`src/rtl/instr_sequencer.sv`:
```
// instr_sequencer: fetch/decode/dispatch controller sitting after the 8-bit
// program counter. Fetches from synchronous imem, launches datapath ops via a
// start/done handshake and tells the pc to either increment or branch.
//
// state      | meaning
// -----------+-----------------------------------------------------------
// S_FETCH    | present pc to imem (held off while stall=1)
// S_WAIT     | imem read in flight; word captured into ir at end of cycle
// S_DISPATCH | decode opcode; launch datapath op for opcodes 4..15
// S_EXEC     | wait for exec_done, bounded by TIMEOUT cycles
// S_COMMIT   | single-cycle branch or done pulse to the pc
// S_HALT     | stopped after HALT opcode or exec timeout; only rst exits
module instr_sequencer #(
    parameter int IW      = 16,
    parameter int AW      = 8,
    parameter int TIMEOUT = 64
) (
    input  logic          clk,
    input  logic          rst,
    input  logic [AW-1:0] pc,
    input  logic          stall,
    output logic          imem_rd,
    output logic [AW-1:0] imem_addr,
    input  logic [IW-1:0] imem_data,
    output logic          exec_start,
    output logic [3:0]    exec_op,
    input  logic          exec_done,
    input  logic          exec_zero,
    output logic          branch,
    output logic [AW-1:0] branchaddress,
    output logic          done,
    output logic          halted,
    output logic          fault
);

    typedef enum logic [2:0] {
        S_FETCH,
        S_WAIT,
        S_DISPATCH,
        S_EXEC,
        S_COMMIT,
        S_HALT
    } state_t;

    state_t        state, state_nxt;
    logic [3:0]    ir_op;
    logic [AW-1:0] ir_tgt;
    logic          zero_flag, zero_nxt;
    logic [7:0]    cnt, cnt_nxt;
    logic          fault_q, fault_nxt;
    logic          commit_br, commit_br_nxt;

    // Instruction bits between the opcode and the target field carry no meaning.
    logic unused_bits;
    assign unused_bits = ^imem_data[IW-5:AW];

    // State and control registers; reset aborts any in-flight op at once.
    always_ff @(posedge clk or posedge rst) begin
        if (rst) begin
            state     <= S_FETCH;
            zero_flag <= 1'b0;
            cnt       <= '0;
            fault_q   <= 1'b0;
            commit_br <= 1'b0;
        end else begin
            state     <= state_nxt;
            zero_flag <= zero_nxt;
            cnt       <= cnt_nxt;
            fault_q   <= fault_nxt;
            commit_br <= commit_br_nxt;
        end
    end

    // Instruction register, loaded from imem the cycle after the read strobe.
    always_ff @(posedge clk or posedge rst) begin
        if (rst) begin
            ir_op  <= '0;
            ir_tgt <= '0;
        end else if (state == S_WAIT) begin
            ir_op  <= imem_data[IW-1:IW-4];
            ir_tgt <= imem_data[AW-1:0];
        end
    end

    // Next-state decode and all outputs as a function of the current state.
    always_comb begin
        state_nxt     = state;
        zero_nxt      = zero_flag;
        cnt_nxt       = cnt;
        fault_nxt     = fault_q;
        commit_br_nxt = commit_br;
        imem_rd       = 1'b0;
        imem_addr     = '0;
        exec_start    = 1'b0;
        exec_op       = 4'd0;
        branch        = 1'b0;
        branchaddress = '0;
        done          = 1'b0;
        halted        = 1'b0;

        case (state)
            S_FETCH: begin
                // rst forces state to FETCH asynchronously; keep the strobe quiet while it is held
                if (!stall && !rst) begin
                    imem_rd   = 1'b1;
                    imem_addr = pc;
                    state_nxt = S_WAIT;
                end
            end
            S_WAIT: begin
                state_nxt = S_DISPATCH;
            end
            S_DISPATCH: begin
                case (ir_op)
                    4'd0: begin
                        commit_br_nxt = 1'b0;
                        state_nxt     = S_COMMIT;
                    end
                    4'd1: begin
                        commit_br_nxt = 1'b1;
                        state_nxt     = S_COMMIT;
                    end
                    4'd2: begin
                        commit_br_nxt = zero_flag;
                        state_nxt     = S_COMMIT;
                    end
                    4'd3: begin
                        state_nxt = S_HALT;
                    end
                    default: begin
                        exec_start = 1'b1;
                        exec_op    = ir_op;
                        cnt_nxt    = '0;
                        state_nxt  = S_EXEC;
                    end
                endcase
            end
            S_EXEC: begin
                exec_op = ir_op;
                cnt_nxt = cnt + 8'd1;
                // A completion in the final allowed cycle still wins over the fault.
                if (exec_done) begin
                    zero_nxt      = exec_zero;
                    commit_br_nxt = 1'b0;
                    state_nxt     = S_COMMIT;
                end else if (cnt == 8'(TIMEOUT - 1)) begin
                    fault_nxt = 1'b1;
                    state_nxt = S_HALT;
                end
            end
            S_COMMIT: begin
                if (commit_br) begin
                    branch        = 1'b1;
                    branchaddress = ir_tgt;
                end else begin
                    done = 1'b1;
                end
                state_nxt = S_FETCH;
            end
            S_HALT: begin
                halted = 1'b1;
            end
            default: begin
                state_nxt = S_FETCH;
            end
        endcase
    end

    assign fault = fault_q;

endmodule

```
`config.mk`:
```
export PLATFORM = sky130hd
export DESIGN_NAME = instr_sequencer
export DESIGN_NICKNAME = d
export VERILOG_FILES = /design/src/rtl/instr_sequencer.sv
export SDC_FILE = /design/constraint.sdc
export NUM_CORES = 1
export LEC_CHECK = 0
export CAP_MARGIN = 20
export CELL_PAD_IN_SITES_DETAIL_PLACEMENT = 1
export CELL_PAD_IN_SITES_GLOBAL_PLACEMENT = 2
export CORE_MARGIN = 2
export CORE_UTILIZATION = 36
export CTS_CLUSTER_DIAMETER = 80
export DETAILED_ROUTE_END_ITERATION = 8
export DONT_BUFFER_PORTS = 1
export GPL_TIMING_DRIVEN = 0
export MAX_ROUTING_LAYER = met4
export PLACE_DENSITY_LB_ADDON = 0.1
export SYNTH_ARGS = -nofsm -noshare
export SYNTH_HDL_FRONTEND = slang
export SYNTH_SLANG_ARGS = --single-unit
```
`constraint.sdc`:
```
create_clock -name clk -period 2 [get_ports clk]
set_clock_uncertainty 0.05 [all_clocks]
set_input_delay 0.4 -clock clk [delete_from_list [all_inputs] [get_ports clk]]
set_output_delay 0.4 -clock clk [all_outputs]
set_load 0.005 [all_outputs]
```
# After elaboration in Yosys (flattened, before gate mapping)
# Cells that the tools add are included.
[op_classes]
addsub = 1
n_mul = 0
div_mod_pow = 0
n_lt_le_gt_ge = 0
n_eq_ne = 14
n_shift = 0
muxes = 25
bitwise = 2
n_reduce_logical = 13
[op_table]
columns = ["operator", "count"]
rows = [
  ["8-bit two-way mux", 5],
  ["8-bit case mux with 2 select lines", 1],
  ["3-bit case mux with 5 select lines", 1],
  ["1-bit two-way mux", 10],
  ["3-bit two-way mux", 3],
  ["3-bit AND reduction", 3],
  ["8-bit by 1-bit adder with 8-bit output (second input constant)", 1],
  ["4-bit by 2-bit == test with 1-bit output (second input constant)", 2],
  ["8-bit by 6-bit == test with 1-bit output (second input constant)", 1],
  ["4-bit case mux with 2 select lines", 1],
  ["3-bit by 2-bit == test with 1-bit output (second input constant)", 2],
  ["3-bit == test (second input constant)", 2],
  ["2-bit != test (second input constant)", 3],
  ["3-bit case mux with 2 select lines", 1],
  ["4-bit by 1-bit == test with 1-bit output (second input constant)", 1],
  ["4-bit logical NOT", 1],
  ["4-bit two-way mux", 1],
  ["4-bit != test (second input constant)", 1],
  ["2-bit AND reduction", 2],
  ["4-bit OR reduction", 1],
  ["3-bit by 1-bit == test with 1-bit output (second input constant)", 1],
  ["3-bit logical NOT", 1],
  ["3-bit != test (second input constant)", 1],
  ["1-bit case mux with 3 select lines", 1],
  ["6 further kinds", 8],
]
[word_totals]
ff_bits = 26
latch_bits = 0
ramBits = 0
romBits = 0
inputBits = 29
out_inout_bits = 26
elab_cells = 62
memories = 0

# Depth between registers and ports, before layout
[depth]
word_depth = 4
mapped_depth = 4
ltp_nobuf = 4

# Least setup slack after synthesis
# No wires, ideal clock.
[synth_timing]
kind = "reg2out"
start = "register state[2]"
end = "output imem_addr[0]"
arrival_time_ps = 1305
required_ps = 1550
setup_slack_ps = 245
path_stages_with_launch = 4
path_buffers = 0
cell_sequence = "dfrtp_1 or4_1 nor2_4 and2_1"
[synth_via]
elab_chain_len = 2
[synth_lines]
columns = ["item", "line_no", "rtl"]
rows = [
  ["start, declared", "45", "state_t state, state_nxt;"],
  ["start signal, assigned", "66", "state <= state_nxt;"],
  ["3-bit logical NOT", "101", "case (state)"],
  ["8-bit two-way mux", "101", ""],
  ["end, declared", "23", "output logic [AW-1:0] imem_addr,"],
]
# Every way passes these cells.

# Worst setup path in the final report
[layout_timing]
start = "register state[1]"
end = "output imem_addr[7]"
# The elaborated chain is that of the path after synthesis.

==> flow_metrics.py <==
metrics = {
    "clocking": {
        "cts.path.max_buffers": 2,
        "tritoncts": "done",
        "cts_htree_levels": 1,
        "insertion_delay_ns": 0.27,
        "clk_transition_reported_paths_ns": 0.10,
        "clkSinkCount": 26,
        "clock_buffers_created_by_tritoncts": 3,
        "root_buffer": "sky130_fd_sc_hd__clkbuf_8",
    },
    "floorplanning": {
        "starting_density_pct": 37.6,
        "number_of_ports_placed_on_the_die_boundary": 55,
        "floorplan.die.height_um": 66.0,
        "std_cell_rows": 22,
        "area_of_the_die_sq_mm": 0.00436,
        "coreArea_sq_mm": 0.00369,
        "die_width_um": 66.0,
    },
    "logic_synthesis": {
        "asyncSetResetFlopFracSynth_pct": 100,
        "synth_simple_gate_area_share_pct": 25.7,
        "synth-compound-area-share_pct": 10.9,
        "synth_adder_area_share_pct": 0.903,
        "synth-seq-area-share_pct": 47.0,
        "synth_xor_xnor_area_share_pct": 0,
        "yosys_most_used_dff": "sky130_fd_sc_hd__dfrtp_1",
        "synth_area_sq_mm": 0.00139,
        "synth_top_area_share_pct": 47.0,
        "yosysWarningCount": 0,
        "synth_top_cells_by_area": "sky130_fd_sc_hd__dfrtp_1 47%, sky130_fd_sc_hd__mux2_2 9.8%, sky130_fd_sc_hd__and2_1 9.5%, sky130_fd_sc_hd__nand2_1 2.2%, sky130_fd_sc_hd__a211o_1 1.9%",
        "synthMuxAreaShare_pct": 12.0,
        "synth_enable_flop_cells": 0,
        "synth.net_count": 161,
        "post_synth_num_cell_types": 41,
        "mapped_avg_cell_area_sq_um": 10.6,
        "synth_largest_area_cell": "sky130_fd_sc_hd__dfrtp_1",
        "ys_seq_elements": 26,
        "largest_family_of_logic_cells_by_synthesized_area": "simple AND/OR/NAND/NOR gates",
        "syn_inst": 131,
    },
    "detailed_routing": {
        "average_routed_wire_per_standard_cell_um": 18.1,
        "ant_nets": 0,
        "firstDrtPassIters": 4,
        "detailedRoute.firstIterationViolations": 46,
        "via_per_inst": 5.48,
        "routed-via-count": 1047,
        "drc": 0,
        "drt_wl_total_um": 3450,
    },
    "setup_path": {
        "type_of_the_worst_setup_path": "reg -> out",
        "cp_slowest_stage_delay_ns": 0.53,
        "timing.critical_path.slowest_stage_cell": "sky130_fd_sc_hd__or4_4",
        "critical_path.max_fanout": 6,
        "crit_arrival_ns": 1.59,
        "crit_required_ns": 1.55,
        "critPathCaptureType": "primary output",
        "critical_path.top_delay_family": "simple AND/OR/NAND/NOR gates",
        "crit_path_cell_trace": "or4_4 -> nor2_4 -> and2_4",
        "worstSetupStartpointType": "flip-flop",
        "path_buf_inv": 0,
    },
    "timing": {
        "worst_slack_setup_final_ns": -0.0387,
        "maxSlewHeadroom_pct": 67.8,
        "worst_pin_slew_ns": 0.472,
        "setup_viol": 8,
        "finalWorstPathRequiredPeriod_ns": 2.04,
        "max_slew_violation_total_from_the_final_report": 0,
        "hold_violations": 0,
        "fmax_achieved_ghz": 0.491,
        "period_share_pct": 102,
        "rsz_0062_raised_after_global_routing": "true",
    },
    "finish": {
        "final_nets": 174,
        "regArea_sq_um": 654,
        "area_growth_synth_to_finish_pct": 20.7,
        "layout.filler_cells": 418,
        "postLayoutCellArea_sq_mm": 0.00167,
        "num_antenna_cells": 0,
        "layout.cells.non_filler": 191,
        "layout-drive-gt1-share_pct": 37.1,
        "multi_input_comb_area_sq_um": 761,
        "layout.cells.most_common_list": "23 x sky130_fd_sc_hd__dfrtp_1, 13 x sky130_fd_sc_hd__and2_4, 12 x sky130_fd_sc_hd__mux2_2, 8 x sky130_fd_sc_hd__nand2_1, 8 x sky130_fd_sc_hd__and2_1",
        "layout_commonest_cell": "sky130_fd_sc_hd__dfrtp_1",
    },
    "place": {
        "port-buffer-count": 0,
        "dpl_cell_area_sq_mm": 0.00145,
        "estimated_wirelength_of_the_detail_placed_design_um": 2420,
        "placed_cells_incl_taps": 179,
        "place_congestion": 0.780,
    },
    "power_and_ir_drop": {
        "powerDensity_mw_per_mm2": 1390,
        "ir_worst_vdd_mv": 0.686,
        "static_leakage_uw": 0.000698,
        "design_power_total_uw": 2320,
    },
    "grt": {
        "gr-usage-met1_pct": 23.7,
        "antenna_found_initial": 0,
        "gr-usage-all-layers_pct": 16.2,
        "global_route.overflow_total": 0,
        "busiest_layer": "met2",
        "grt_met3_usage_pct": 3.07,
        "first_pass_grt_wire_length_um": 5250,
        "via_count_of_the_first_global_routing_pass": 1014,
        "grtUsageMet2_pct": 24.4,
        "grt_start_max_net_pins": 27,
    },
    "job": {
        "timing.max_cap.violations": 0,
    },
    "run_status": {
        "status": "complete, but fails checks",
        "violations": "setup timing",
    },
    "hold_path": {
        "worst_hold_path_type": "in -> reg",
    },
}
-- Yosys cell counts (all sizes together) (4+ instances only) --
cell type,count
and2,21
buf,4
dfrtp,26
inv,6
mux2,13
nand2,8
nand3,4
nor2,5
o21ai,4
-- cells by family (layout without fill, tap and decap cells) --
logic type | after synthesis | after routing
mux | 15 | 15
simple gates | 57 | 58
flops | 26 | 26
compound gates | 21 | 21
buf+inv | 11 | 22
fa+ha+maj | 1 | 1
-- repair_timing --
| item | CTS | global route |
|---|---|---|
| resized for setup | 10 | 17 |
| cloned | 1 | 1 |
| setup buffers | 2 | 2 |
| hold buffers | 0 | 1 |
| pin swaps | 3 | 15 |
| hold endpoints to repair | 0 | 7 |
| setup endpoints to repair | 20 | 20 |
-- final timing paths --
path | start | end | slack [ns] | cells after the start
worst min-delay path | exec_done | fault | 0.15 | 1
worst min register to register | cnt[7] | cnt[7] | 0.45 | 1
max in group asynchronous | rst | state[0] | 0.97 | 3
min in group asynchronous | rst | cnt[5] | 0.50 | 2
worst max-delay path | state[1] | imem_addr[7] | -0.04 | 3
worst max register to register | cnt[0] | state[1] | 0.23 | 4
-- per-layer routing --
layer,up-vias,share of wire [%]
met4,0,0.23
met2,44,46
met3,2,5.8
met1,503,48
met5,-,0
li1,498,-
-- layout make-up --
class	instances	share of cell area, %
Clock inverter	1	1.80
Multi-Input combinational cell	95	45.5
Inverter	6	1.35
Clock buffer	3	2.47
Buffer	5	1.80
Sequential cell	26	39.1
Tap cell	48	3.59
Timing Repair Buffer	7	4.34
-- where the power goes --
part | leakage (uW) | total, uW | switching [uW] | internal (uW)
Combinational | 0.000347 | 937 | 445 | 492
Clock | 0.0000357 | 446 | 178 | 268
Sequential | 0.000316 | 935 | 206 | 728
-- registers in the layout, summed over array words and instances (netlist names) --
register	flops
ir_tgt	8
zero_flag	1
fault	1
commit_br	1
ir_op	4
state	3
cnt	8
-- through the flow --
step           setup WS (ns)  hold slack, ns  util, %  setup TNS, ns
2_1_floorplan          0.245           0.390        -              0
3_3_place_gp           0.139           0.427     39.2              0
3_5_place_dp           0.121           0.436     39.2              0
4_1_cts              -0.0887           0.147     42.4         -0.614
5_1_grt              -0.0975           0.141     45.3         -0.911
6_report             -0.0387           0.151     45.3         -0.205
No activity file was read; power rests on OpenSTA's default activity.
